### src/rtl/shifter_pkg.sv
// Shared encodings and width constants for the multi-cycle shift/rotate unit.
// OP codes 101-111 are reserved and leave R and Cr unchanged.
package shifter_pkg;

    localparam int DATA_W = 8;
    localparam int AMT_W  = 3;

    localparam logic [2:0] OP_SLL = 3'b000;
    localparam logic [2:0] OP_SRL = 3'b001;
    localparam logic [2:0] OP_SRA = 3'b010;
    localparam logic [2:0] OP_RLC = 3'b011;
    localparam logic [2:0] OP_RRC = 3'b100;

    typedef enum logic [1:0] {
        ST_IDLE  = 2'd0,
        ST_SHIFT = 2'd1,
        ST_DONE  = 2'd2
    } state_t;

endpackage

### src/rtl/shift_step.sv
// One-position shift/rotate step. The rotates move the bit that is shifted out
// into the carry, and the old carry fills the vacated bit.
module shift_step
    import shifter_pkg::*;
(
    input  logic [DATA_W-1:0] i_r,
    input  logic              i_c,
    input  logic [2:0]        i_op,
    output logic [DATA_W-1:0] o_r,
    output logic              o_c
);

    always_comb begin
        o_r = i_r;
        o_c = i_c;
        case (i_op)
            OP_SLL: begin
                o_c = i_r[DATA_W-1];
                o_r = {i_r[DATA_W-2:0], 1'b0};
            end
            OP_SRL: begin
                o_c = i_r[0];
                o_r = {1'b0, i_r[DATA_W-1:1]};
            end
            OP_SRA: begin
                o_c = i_r[0];
                o_r = {i_r[DATA_W-1], i_r[DATA_W-1:1]};
            end
            OP_RLC: begin
                o_c = i_r[DATA_W-1];
                o_r = {i_r[DATA_W-2:0], i_c};
            end
            OP_RRC: begin
                o_c = i_r[0];
                o_r = {i_c, i_r[DATA_W-1:1]};
            end
            default: begin
                o_r = i_r;
                o_c = i_c;
            end
        endcase
    end

endmodule

### src/rtl/seq_shifter.sv
// Multi-cycle 8-bit shift/rotate unit: one bit position per clock, with a
// start/busy/done handshake. dbg_state exposes the FSM state for checkers.
module seq_shifter
    import shifter_pkg::*;
(
    input  logic              clk,
    input  logic              rst,
    input  logic              start,
    input  logic [DATA_W-1:0] A,
    input  logic              CIN,
    input  logic [2:0]        OP,
    input  logic [AMT_W-1:0]  AMT,
    output logic [DATA_W-1:0] Y,
    output logic              C,
    output logic              busy,
    output logic              done,
    output logic [1:0]        dbg_state
);

    // Handshake: start is accepted only in IDLE. busy stays high from the cycle
    // after accept through the done cycle; done pulses once with Y/C valid.

    state_t             r_state;
    state_t             w_next_state;
    logic [DATA_W-1:0]  r_r;
    logic               r_c;
    logic [AMT_W-1:0]   r_cnt;
    logic [2:0]         r_op;
    logic [DATA_W-1:0]  w_step_r;
    logic               w_step_c;

    shift_step u_step (
        .i_r  (r_r),
        .i_c  (r_c),
        .i_op (r_op),
        .o_r  (w_step_r),
        .o_c  (w_step_c)
    );

    always_ff @(posedge clk) begin
        if (rst) begin
            r_state <= ST_IDLE;
        end else begin
            r_state <= w_next_state;
        end
    end

    always_comb begin
        w_next_state = r_state;
        case (r_state)
            ST_IDLE: begin
                if (start) begin
                    w_next_state = (AMT != '0) ? ST_SHIFT : ST_DONE;
                end
            end
            ST_SHIFT: begin
                if (r_cnt == AMT_W'(1)) begin
                    w_next_state = ST_DONE;
                end
            end
            ST_DONE:  w_next_state = ST_IDLE;
            default:  w_next_state = ST_IDLE;
        endcase
    end

    // Outputs decode only the state register, so no input reaches them combinationally.
    always_comb begin
        busy      = (r_state != ST_IDLE);
        done      = (r_state == ST_DONE);
        dbg_state = r_state;
    end

    always_ff @(posedge clk) begin
        if (rst) begin
            r_r   <= '0;
            r_c   <= 1'b0;
            r_cnt <= '0;
            r_op  <= OP_SLL;
        end else begin
            case (r_state)
                ST_IDLE: begin
                    if (start) begin
                        r_r   <= A;
                        r_c   <= CIN;
                        r_cnt <= AMT;
                        r_op  <= OP;
                    end
                end
                ST_SHIFT: begin
                    r_r   <= w_step_r;
                    r_c   <= w_step_c;
                    r_cnt <= r_cnt - AMT_W'(1);
                end
                default: begin
                end
            endcase
        end
    end

    assign Y = r_r;
    assign C = r_c;

endmodule

### config.mk
export PLATFORM = sky130hd
export DESIGN_NAME = seq_shifter
export DESIGN_NICKNAME = d
export VERILOG_FILES = /design/src/rtl/shifter_pkg.sv /design/src/rtl/shift_step.sv /design/src/rtl/seq_shifter.sv
export SDC_FILE = /design/constraint.sdc
export NUM_CORES = 1
export LEC_CHECK = 0
export CAP_MARGIN = 20
export CORE_UTILIZATION = 30
export DETAILED_ROUTE_END_ITERATION = 10
export HOLD_SLACK_MARGIN = 0.1
export PLACE_DENSITY = 0.51
export REMOVE_ABC_BUFFERS = 1
export SLEW_MARGIN = 40
export SYNTH_ARGS = -nofsm -noshare
export SYNTH_HDL_FRONTEND = slang
export SYNTH_HIERARCHICAL = 1
export SYNTH_SLANG_ARGS = --single-unit
### constraint.sdc
create_clock -name clk -period 3.6 [get_ports clk]
set_input_delay 0.72 -clock clk [delete_from_list [all_inputs] [get_ports clk]]
set_output_delay 0.72 -clock clk [all_outputs]
set_load 0.1 [all_outputs]
After elaboration in Yosys (flattened, before gate mapping)
Index checks and enable logic that the tools add are counted.

Input bits: 18. Output and inout port bits: 13. Bits in registers: 17. Word-level logic and storage cells: 45.

Eq/ne operators: 13. Mux-type cells: 12. Reduce and logical (&&, ||, !) cells: 13. Add/subtract/negate cells: 1.

Operators by type and width (count): $pmux W8 S5 (1); $pmux W8 S2 (1); $mux W8 (1); $eq A3 B1 Y1 const B (2); $eq A3 B2 Y1 const B (2); $mux W2 (3); $ne A2 B2 Y1 const B (3); $ne A6 B1 Y1 const B (1); $pmux W3 S2 (1); $reduce_and A2 Y1 (3); $reduce_and A3 Y1 (2); $ne A5 B1 Y1 const B (1); $pmux W1 S2 (2); $pmux W2 S2 (1); $reduce_and A4 Y1 (1); $reduce_bool A2 Y1 (2); $eq A3 B3 Y1 const B (1); $logic_not A3 Y1 (1); $mux W3 (1); $ne A3 B3 Y1 const B (1); $reduce_bool A3 Y1 (1); $reduce_or A3 Y1 (1); $sub A3 B1 Y3 const B (1); $eq A2 B1 Y1 const B (1); other kinds (4) (4).

Depth between registers and ports, before layout
Depth in word-level cells: 4. Mapped depth: 6. Depth with buffers taken out: 5.

By module
Netlist, hierarchy kept.

Modules (own cells, without submodules): seq_shifter (instances 1, sequential area each 340.3 um^2, cells an instance 85, area each 809.5 um^2); shift_step (instances 1, sequential area each 0.0 um^2, cells an instance 44, area each 359.1 um^2).

Worst setup path before layout
Ideal clock, no wire load.

Path type: register to output. Start: register r_state[1] (netlist: dbg_state[1]). End: output port done. Stages on the path, launching flop included: 2. Setup slack: 1037 ps. Required time: 2880 ps. Buffers on the path: 0. Data arrival time: 1843 ps. Path through: dfxtp_1 and2b_1.

Word-level cells in the longest chain between the ends: 1.

RTL lines: start: declaration (RTL line seq_shifter.sv:23) `state_t r_state;`; start signal: assignment (RTL line seq_shifter.sv:44) `r_state <= w_next_state;`; $eq A2 B2 Y1 (RTL line seq_shifter.sv:69) `done = (r_state == ST_DONE);`; end: declaration (RTL line seq_shifter.sv:16) `output logic done,`.

No other way between the ends.

Worst setup path after layout
Start: input port start. End: register r_op[1].

Word-level cells in the longest chain between the ends: 1.

RTL lines: start: declaration (RTL line seq_shifter.sv:8) `input logic start,`; $reduce_and A2 Y1 (no source line); end signal: assignment (RTL line seq_shifter.sv:78) `r_op <= OP_SLL;`; end signal: assignment (RTL line seq_shifter.sv:86) `r_op <= OP;`; end: declaration (RTL line seq_shifter.sv:28) `logic [2:0] r_op;`.

No other way between the ends. A chain may end at the register's enable or synchronous reset.

==> flow_summary.toml <==
[place]
port_buffers = 30
place.gp.congestion = 0.756
hpwl_mm = 1.86
dpl.cell_count = 198
dpl_cell_area_um2 = 1410

[logic_synthesis]
ys_types = 37
synth-seq-area-share_pct = 29.1
synth-main-ff-cell = "dfxtp_1"
syn_inst = 129
syn_area_um2 = 1170
yosysTopAreaCell = "dfxtp_1"
yosysWarnings = 6
synth_area_leaders = "dfxtp_1, mux2i_1, a211oi_1"
ys_seq_elements = 17
ys_async_sr_fraction_pct = 0
yosysTopAreaCellShare_pct = 29.1
synth-edff-count = 0
synth_area_per_cell_um2 = 9.06

[floorplan]
dieArea_um2 = 4150
rows = 22
top_level_ports = 31
start_util_pct = 31.7
die_h_um = 64.4
fp.coreArea_um2 = 3690
die_width_um = 64.4

[pwr]
total_power_mw = 0.672
power_density_nw_per_um2 = 463
power.internal_mw = 0.382
power_frac_comb_pct = 41.6
p_switching_mw = 0.290
clockPowerShare_pct = 22.0
pwr-share-seq_pct = 36.4
peakVddDrop_v = 0.000173
netSwitchingFraction_pct = 43.1
p_leak_nw = 0.615

[timing]
hold_violations = 0
period_needed_ns = 1.94
worstMarginPinSlew_ns = 0.708
drv_slew = 0
skew_ns = 0.00205
setup_viol = 0
maxSlewHeadroom_pct = 52.7
grt_setup_unrepaired = "false"
tns_ns = 0
fin_crit_sh_pct = 53.8
max_freq_mhz = 516

[critical_path]
r2r_end = "Y[7]"
r2r-start = "r_op[2]"
reg2regPathDepth = 5
arrival_ns = 2.06
critical_path_class = "in -> reg"
cp_data_required_time_ns = 3.72
crit_path_max_fanout = 8
cp-end-kind = "flip-flop"
start_kind = "input pin"
rrSetupSlack_ns = 1.75
worstSetupStartpoint = "start"

[clocking]
cts_buffer_depth = 2
cts_setup_buffers = 0
htreeDepth = 1
cts_resized = 0
hold_buffers = 0
cts_tree = "done"
clock_latency_ns = 0.25
cts_buffers = 3
cts_sinks = 17
clk_pin_slew_worst_paths_ns = 0.07
ctsRootBufferMaster = "clkbuf_8"

[finish]
diodes = 0
fin_nets = 175
drive_gt1_share_pct = 16.2
final_cell_mix = "mux2i_1, dfxtp_1, clkdlybuf4s50_1"
fin_cells = 202
stdcell_area_um2 = 1450
synthToLayoutAreaGrowth_pct = 24.1
final_common_cell = "mux2i_1"
fin_util_pct = 39.3

[route]
antenna_left = 0
drt-vias-per-instance = 5.09
wire_per_inst_um = 13.5
wl_mm = 2.72
drt-initial-drc-count = 50
drt_drc_violations_left = 0
vias = 1029
firstDrtPassIters = 4

[min_path]
hold_class = "reg -> reg"
holdPathStages = 2
hp-start = "r_cnt[1]"
holdPathEnd = "r_cnt[1]"

[global_routing]
grt_pass1_wl_mm = 4.31
grt_antenna_before_repair = 0
grt_usage_pct = 13.5
grt_pass1_vias = 879
grt_max_degree = 22
grt_overflow = 0

[run_status]
outcome = "finished, final reports clean"

[run]
max_cap_violations = 0
==> registers in the layout (all words and copies together) (netlist names) <==
signal,cells
r_cnt,3
r_op,3
dbg_state,2
Y,8
C,1
==> per-layer routing <==
metal  track usage [%]  wire (um)  vias to the layer above
met1              17.4       1310                      480
met2              22.4       1290                       18
met5                 0          0                        -
li1                  -          -                      529
met4              3.33         19                        0
met3              3.35        102                        2
==> worst max-delay path, cell delays in order <==
cell and delay, ns:
clkdlybuf4s50_1 0.50, nor3b_2 0.52, mux2i_1 0.27, nor2_1 0.05
==> through the flow <==
step,hold WS (ns),setup slack (ns)
after global routing,0.520,1.59
after floorplan,0.473,1.04
final,0.501,1.66
after detailed placement,0.492,1.37
after CTS,0.501,1.64
after global placement,0.491,1.27
==> layout make-up <==
class                   instances  area, um^2
clock buffers                   4        45.0
inverters                       4        15.0
fillers                       402        2240
flip-flops and latches         17         340
well taps                      48        60.1
repair buffers                 31         248
multi-input cells              98         742
==> cell usage after synthesis, drive strengths merged (2+ instances only) <==
library cell	n
mux2i	22
dfxtp	17
nor2	14
a211oi	11
o211ai	8
o21ai	8
or3	7
buf	6
clkbuf	4
inv	4
nand3b	4
a21oi	2
ha	2
nand2	2
nor2b	2
==> power groups by stage <==
stage	clock (mW)	sequential (mW)	combinational [mW]
after floorplan	0	0.338	0.125
after global placement	0	0.248	0.292
after detailed placement	0	0.250	0.281
after CTS	0.155	0.245	0.282
after global routing	0.160	0.250	0.298
final	0.148	0.244	0.279
==> kinds of logic (layout without fill, tap and decap cells) <==
logic type | Yosys count | after routing | share of synthesized area, %
AND/OR/NAND/NOR | 37 | 37 | 18.3
buffers and inverters | 14 | 39 | 7.39
flip-flops | 17 | 17 | 29.1
AO/OA/AOI/OAI | 34 | 34 | 20.1
adder cells (fa/ha/maj) | 2 | 2 | 2.14
multiplexers | 23 | 23 | 19.8
XOR/XNOR | 2 | 2 | 3.11
==> how the worst max path moves through the flow <==
stage                        end  slack, ns
floorplan                   done       1.04
global placement    dbg_state[0]       1.27
detailed placement       r_op[1]       1.37
CTS                      r_op[1]       1.64
global route             r_op[2]       1.59
finish                   r_op[1]       1.66
Note: power is estimated with default switching activity, not from simulation.
